--- src/rtl/seg7_pkg.sv ---
// Shared constants for the seven-segment display blocks.
//   SEG_OFF / AN_OFF : all-dark patterns for active-low segments and anodes
//   HEX_GLYPH        : active-low glyph per hex nibble, bit 0 = segment a
//   snap_t           : per-frame snapshot of the display inputs
package seg7_pkg;

  localparam int unsigned SEG_W = 7;
  localparam int unsigned AN_W  = 4;
  localparam int unsigned IDX_W = 2;
  localparam int unsigned NIB_W = 4;
  localparam int unsigned VAL_W = 16;

  localparam logic [SEG_W-1:0] SEG_OFF = 7'b1111111;
  localparam logic [AN_W-1:0]  AN_OFF  = 4'b1111;

  // Entry n is the glyph for nibble n (listed F down to 0).
  localparam logic [15:0][SEG_W-1:0] HEX_GLYPH = {
    7'b0001110,  // F
    7'b0000110,  // E
    7'b0100001,  // d
    7'b1000110,  // C
    7'b0000011,  // b
    7'b0001000,  // A
    7'b0010000,  // 9
    7'b0000000,  // 8
    7'b1111000,  // 7
    7'b0000010,  // 6
    7'b0010010,  // 5
    7'b0011001,  // 4
    7'b0110000,  // 3
    7'b0100100,  // 2
    7'b1111001,  // 1
    7'b1000000   // 0
  };

  typedef struct packed {
    logic [VAL_W-1:0] value;
    logic [AN_W-1:0]  blank;
    logic             lzs;
  } snap_t;

endpackage

--- src/rtl/hex_to_seg7.sv ---
// Combinational hex nibble to active-low seven-segment glyph.
//   i_nibble : hex digit 0..F
//   o_seg_c  : active-low segments, [0]=a .. [6]=g
module hex_to_seg7
  import seg7_pkg::*;
(
  input  logic [NIB_W-1:0] i_nibble,
  output logic [SEG_W-1:0] o_seg_c
);

  assign o_seg_c = HEX_GLYPH[i_nibble];

endmodule

--- src/rtl/seg7_scan_driver.sv ---
// Time-multiplexed driver for a 4-digit common-anode seven-segment bank.
//   clk, rst   : clock, synchronous active-high reset
//   value      : four hex digits, [3:0] = rightmost digit 0
//   blank      : bit k forces digit k dark
//   lzs        : suppress leading zeros (digit 0 always shown)
//   seg, an    : registered active-low segments / anodes
//   frame_tick : one-cycle pulse when a new input snapshot is taken
module seg7_scan_driver
  import seg7_pkg::*;
#(
  parameter int unsigned DIGIT_CYCLES = 100000,
  parameter int unsigned GUARD_CYCLES = 2000
) (
  input  logic             clk,
  input  logic             rst,
  input  logic [VAL_W-1:0] value,
  input  logic [AN_W-1:0]  blank,
  input  logic             lzs,
  output logic [SEG_W-1:0] seg,
  output logic [AN_W-1:0]  an,
  output logic             frame_tick
);

  localparam int unsigned      CNT_W    = (DIGIT_CYCLES > 2) ? $clog2(DIGIT_CYCLES) : 1;
  localparam logic [CNT_W-1:0] CNT_LAST = CNT_W'(DIGIT_CYCLES - 1);

  logic [CNT_W-1:0] r_cnt;
  logic [IDX_W-1:0] r_idx;
  snap_t            r_snap;
  logic             r_live;

  logic             w_wrap;
  logic             w_guard;
  logic             w_dark;
  logic [NIB_W-1:0] w_nibble;
  logic [SEG_W-1:0] w_glyph;
  logic [AN_W-1:0]  w_lead_zero;
  logic [SEG_W-1:0] w_seg_nxt;
  logic [AN_W-1:0]  w_an_nxt;

  assign w_wrap = (r_cnt == CNT_LAST);

  // Guard window at the start of every dwell; absent entirely when zero.
  if (GUARD_CYCLES == 0) begin : g_no_guard
    assign w_guard = 1'b0;
  end else begin : g_guard
    assign w_guard = (r_cnt < CNT_W'(GUARD_CYCLES));
  end

  // Digit k is a leading zero when nibbles k..3 are all zero; digit 0 never is.
  always_comb begin
    w_lead_zero    = '0;
    w_lead_zero[3] = (r_snap.value[15:12] == 4'h0);
    w_lead_zero[2] = w_lead_zero[3] && (r_snap.value[11:8] == 4'h0);
    w_lead_zero[1] = w_lead_zero[2] && (r_snap.value[7:4] == 4'h0);
  end

  // Nibble of the currently scanned digit.
  always_comb begin
    w_nibble = r_snap.value[3:0];
    case (r_idx)
      2'd0:    w_nibble = r_snap.value[3:0];
      2'd1:    w_nibble = r_snap.value[7:4];
      2'd2:    w_nibble = r_snap.value[11:8];
      default: w_nibble = r_snap.value[15:12];
    endcase
  end

  assign w_dark = r_snap.blank[r_idx] | (r_snap.lzs & w_lead_zero[r_idx]);

  hex_to_seg7 u_hex (
    .i_nibble (w_nibble),
    .o_seg_c  (w_glyph)
  );

  // Next-cycle output pattern; at most one anode is ever driven low.
  always_comb begin
    w_seg_nxt = SEG_OFF;
    w_an_nxt  = AN_OFF;
    if (r_live && !w_guard && !w_dark) begin
      w_an_nxt  = ~(AN_W'(1) << r_idx);
      w_seg_nxt = w_glyph;
    end
  end

  // Scan counter, frame snapshot and registered outputs. r_live masks the one
  // output cycle that would otherwise decode the reset-state counter/index.
  always_ff @(posedge clk) begin
    if (rst) begin
      r_cnt      <= CNT_LAST;
      r_idx      <= IDX_W'(3);
      r_snap     <= '0;
      r_live     <= 1'b0;
      frame_tick <= 1'b0;
      seg        <= SEG_OFF;
      an         <= AN_OFF;
    end else begin
      r_live     <= 1'b1;
      frame_tick <= 1'b0;
      if (w_wrap) begin
        r_cnt <= '0;
        r_idx <= r_idx + IDX_W'(1);
        if (r_idx == IDX_W'(3)) begin
          r_snap     <= '{value: value, blank: blank, lzs: lzs};
          frame_tick <= 1'b1;
        end
      end else begin
        r_cnt <= r_cnt + CNT_W'(1);
      end
      seg <= w_seg_nxt;
      an  <= w_an_nxt;
    end
  end

endmodule
--- config.mk ---
export PLATFORM = sky130hd
export DESIGN_NAME = seg7_scan_driver
export DESIGN_NICKNAME = d
export VERILOG_FILES = /design/src/rtl/seg7_pkg.sv /design/src/rtl/hex_to_seg7.sv /design/src/rtl/seg7_scan_driver.sv
export SDC_FILE = /design/constraint.sdc
export NUM_CORES = 1
export LEC_CHECK = 0
export BUFFER_PORTS_ARGS = -buffer_cell sky130_fd_sc_hd__buf_2
export CAP_MARGIN = 0
export CORE_UTILIZATION = 25
export DETAILED_ROUTE_END_ITERATION = 6
export SETUP_SLACK_MARGIN = 0.1
export SYNTH_ARGS = -nofsm -noshare
export SYNTH_HDL_FRONTEND = slang
export SYNTH_SLANG_ARGS = --single-unit
--- constraint.sdc ---
create_clock -name clk -period 2.2 [get_ports clk]
set_clock_uncertainty 0.1 [all_clocks]
set_input_delay 0.44 -clock clk [delete_from_list [all_inputs] [get_ports clk]]
set_output_delay 0.44 -clock clk [all_outputs]
set_load 0.01 [all_outputs]
==> results by group <==
Critical path
  • CP delay by family, top: compound AO/OA/AOI/OAI gates
  • Dominant cell type by count on the critical path: sky130_fd_sc_hd__ha_4
  • CP endpoint kind: flop
  • WP data required: 2280 ps
  • Classification of the worst setup path: reg2reg
  • Startpoint types: flop
  • Standard cell with the maximum stage delay on the critical path: sky130_fd_sc_hd__a222oi_1
  • Critical path data arrival time: 2320 ps
  • Max incr delay on CP: 560 ps
  • Maximum fanout along the worst path: 5
  • WP buf/inv: 3
  • Critical Path, Cell by Cell: inv_4 > ha_4 > a222oi_1 > a21oi_4 > buf_6 > ha_4 > buf_4 > mux2i_1 > o221ai_1

Power
  • Pwr Total: 4.507 mW
  • Power per Cell Area: 1408 nW/µm²
  • Leakage power: 1.218 nW
  • Peak supply drop: 0.0005389 V

Logic synthesis
  • Fraction of synthesized cell area in xor and xnor cells: 0.05263
  • Dominant cell type by area after synthesis: sky130_fd_sc_hd__dfxtp_1
  • Multiplexer area fraction after synthesis: 0.03706
  • Simple-gate share of the synthesized area: 0.2282
  • Syn_nets: 301
  • Post-synth EDFFs: 0
  • Post-synthesis adder-cell area fraction: 0.04834
  • Largest family of logic cells by synthesized area: simple AND/OR/NAND/NOR gates
  • Synth Cell Area: 2330 µm²
  • Fraction of synthesis flops using an asynchronous set or reset pin: 0
  • Synthesized netlist cell count: 269
  • Number of storage elements in the synthesis netlist: 53
  • Synthesized-area fraction occupied by ao, oa, aoi and oai cells: 0.1369
  • Most used DFF post-synth: sky130_fd_sc_hd__dfxtp_1
  • Sequential share of the synthesized area: 0.4554
  • Main area contributors after synthesis: sky130_fd_sc_hd__dfxtp_1 46%, sky130_fd_sc_hd__nand2_1 11%, sky130_fd_sc_hd__a21oi_1 5.4%
  • Warnings from Yosys: 0
  • Post-synthesis cell type count: 40
  • Mean instance size in the synthesized netlist: 8.661 µm²
  • Area share of the leading cell type in the synthesized netlist: 0.4554

Clocking
  • Number of H-tree levels: 2
  • Clock-pin slew on the worst setup and hold paths: 100 ps
  • Total number of clock tree sinks: 53
  • CTS tree: done
  • Clock insertion delay at the later pin of the skew report: 320 ps
  • Bufs on Longest Clock Path: 2
  • CTS Buf Count: 5
  • Post-CTS Hold Fix Bufs: 0
  • Root cell of the clock tree: sky130_fd_sc_hd__clkbuf_8

GRT
  • Maximum number of pins on one net before global-route repair: 25
  • Number of global-route vias before repair: 1893
  • Global-route wire length before repair: 9246 µm
  • Residual overflow from global routing: 0
  • Antenna violations before repair: 0
  • Global-route usage over all layers: 0.1195

Floorplan
  • Effective utilization at floorplan: 0.2620
  • # rows: 34
  • Num ports: 35
  • Die width: 98.54 µm
  • Placeable core area: 8891 µm²
  • Die Y-Extent: 98.54 µm
  • Die Footprint: 9709 µm²

Timing
  • Final hold vios: 0
  • Final-report setup violation count: 4
  • Hold_ws: 256.8 ps
  • Max transition margin: 0.5734
  • Post-route minimum period: 2243 ps
  • Maximum frequency from static timing analysis: 0.4458 GHz
  • Ratio of final minimum period to clock period: 1.020
  • Sum Neg Setup Slack: -107.3 ps
  • Setup slack of the critical path after layout: -43.02 ps
  • Transition time at the pin with the least slew margin: 634.0 ps
  • Setup repair after global routing missed its margin: true
  • Number of pins with negative max-slew slack in the final report: 0

Route
  • Initial DRT Pass Iterations: 6
  • Ratio of routed vias to standard cells: 4.788
  • Number of nets with antenna violations after detailed routing: 0
  • DRC: 0
  • Routed length per placed instance: 13.66 µm
  • Detailed router's first-iteration violation count: 98
  • Total wire length after detailed routing: 5995 µm
  • Via count: 2102

Place
  • Buffers on Ports: 34
  • Detailed Place HPWL: 3964 µm
  • Routability Congestion: 0.8632

Worst hold path
  • Worst min path class: in2reg

Status
  • Violations in the final reports: negative setup slack
  • Status: finished, violations left

Cells and area
  • Fraction of layout instances using a drive strength above 1: 0.3807
  • Nets: 362
  • Number of antenna cells inserted: 0
  • Utilization after layout: 0.3601
  • Synth-to-layout area growth: 37.43%

Flow run
  • Number of maximum-capacitance constraint violations: 0
## Yosys cell counts, types with 2 or more instances
library cell / instances
sky130_fd_sc_hd__nand2_1: 66
sky130_fd_sc_hd__nor2b_1: 3
sky130_fd_sc_hd__or4_1: 2
sky130_fd_sc_hd__nand3_1: 6
sky130_fd_sc_hd__mux2i_1: 3
sky130_fd_sc_hd__nor2_1: 10
sky130_fd_sc_hd__clkbuf_1: 6
sky130_fd_sc_hd__dfxtp_1: 53
sky130_fd_sc_hd__a222oi_1: 4
sky130_fd_sc_hd__a21oi_1: 25
sky130_fd_sc_hd__nor3_1: 5
sky130_fd_sc_hd__and3_1: 2
sky130_fd_sc_hd__xnor2_1: 11
sky130_fd_sc_hd__buf_2: 2
sky130_fd_sc_hd__nand2b_1: 2
sky130_fd_sc_hd__buf_6: 2
sky130_fd_sc_hd__a31oi_1: 2
sky130_fd_sc_hd__nor4_1: 4
sky130_fd_sc_hd__mux2_2: 3
sky130_fd_sc_hd__o221ai_1: 3
sky130_fd_sc_hd__o21ai_0: 12
sky130_fd_sc_hd__inv_1: 9
sky130_fd_sc_hd__o211ai_1: 3
sky130_fd_sc_hd__ha_1: 9
sky130_fd_sc_hd__nand4_1: 4
sky130_fd_sc_hd__xor2_1: 3
sky130_fd_sc_hd__and4_1: 2
## path summary, 6_finish.rpt
kind / startpoint / cells past startpoint / slack (ps) / end
setup reg to reg: r_idx[0] / 9 / -40 / seg[5]
hold / removal: value[3] / 3 / 260 / r_snap[8]
setup / recovery: r_idx[0] / 9 / -40 / seg[5]
hold reg to reg: r_snap[2] / 2 / 360 / r_snap[2]
## sequential cells by signal, indices dropped and copies added, names as in the netlist
name and flops:
an 4, frame_tick 1, r_cnt 17, r_idx 2
r_live 1, r_snap 21, seg 7
## tightest hold or removal path, cell delays in order
cell,delay (ps)
sky130_fd_sc_hd__buf_2,100
sky130_fd_sc_hd__nand2_2,40
sky130_fd_sc_hd__a21oi_1,50
## per-layer routing
metal / global-route usage / share of wire / vias up
met5: 0 / 0 / -
met4: 0.03444 / 0.015 / 0
met3: 0.02270 / 0.035 / 9
met2: 0.1999 / 0.48 / 42
met1: 0.1570 / 0.46 / 992
li1: - / - / 1059
## through the flow
| stage | std cells | area, µm² | setup WS (ps) |
|---|---|---|---|
| 2_1_floorplan | 269 | 2337 | 100.5 |
| 3_3_place_gp | 414 | 2701 | -18.64 |
| 3_5_place_dp | 414 | 2701 | -71.59 |
| 4_1_cts | 426 | 2875 | 108.9 |
| 5_1_grt | 439 | 3202 | -128.2 |
| 6_report | 439 | 3202 | -43.02 |
## layout make-up
cell class	count	area [µm²]
clock inverters	2	38.79
fillers	895	5689
multi-input cells	195	1373
flip-flops and latches	53	1075
clock buffers	6	72.57
well taps	108	135.1
inverters	10	40.04
repair buffers	65	467.9
## where the power goes
group	internal, mW	switching, mW
sequential	1.23	0.210
clock	0.342	0.323
combinational	1.16	1.25
total	2.73	1.78
## cells in the final DEF, fill, tap and decap left out, types with 4 or more instances in the layout
cell / netlist / layout
sky130_fd_sc_hd__a21oi_1: 25 / 11
sky130_fd_sc_hd__a21oi_2: 0 / 13
sky130_fd_sc_hd__a222oi_1: 4 / 4
sky130_fd_sc_hd__buf_2: 2 / 35
sky130_fd_sc_hd__buf_4: 0 / 24
sky130_fd_sc_hd__clkbuf_8: 0 / 5
sky130_fd_sc_hd__dfxtp_1: 53 / 48
sky130_fd_sc_hd__ha_1: 9 / 4
sky130_fd_sc_hd__ha_4: 0 / 4
sky130_fd_sc_hd__inv_1: 9 / 5
sky130_fd_sc_hd__nand2_1: 66 / 51
sky130_fd_sc_hd__nand2_2: 0 / 10
sky130_fd_sc_hd__nand2_4: 0 / 5
sky130_fd_sc_hd__nand3_1: 6 / 6
sky130_fd_sc_hd__nand4_1: 4 / 4
sky130_fd_sc_hd__nor2_1: 10 / 10
sky130_fd_sc_hd__nor3_1: 5 / 5
sky130_fd_sc_hd__nor4_1: 4 / 4
sky130_fd_sc_hd__o21ai_0: 12 / 10
sky130_fd_sc_hd__xnor2_1: 11 / 11
## what timing repair did
action | 4_1_cts | 5_1_grt
endpoints found under the setup margin | 7 | 39
buffers inserted | 4 | 9
pin swaps | 5 | 27
cloned | 0 | 4
resized for setup | 11 | 51
## logic make-up after synthesis
family,count (synthesis)
multiplexers,7
flip-flops,53
adder cells (fa/ha/maj),9
AND/OR/NAND/NOR,112
XOR/XNOR,14
AO/OA/AOI/OAI,53
buffers and inverters,21
Note: power is estimated with default switching activity, not from simulation.
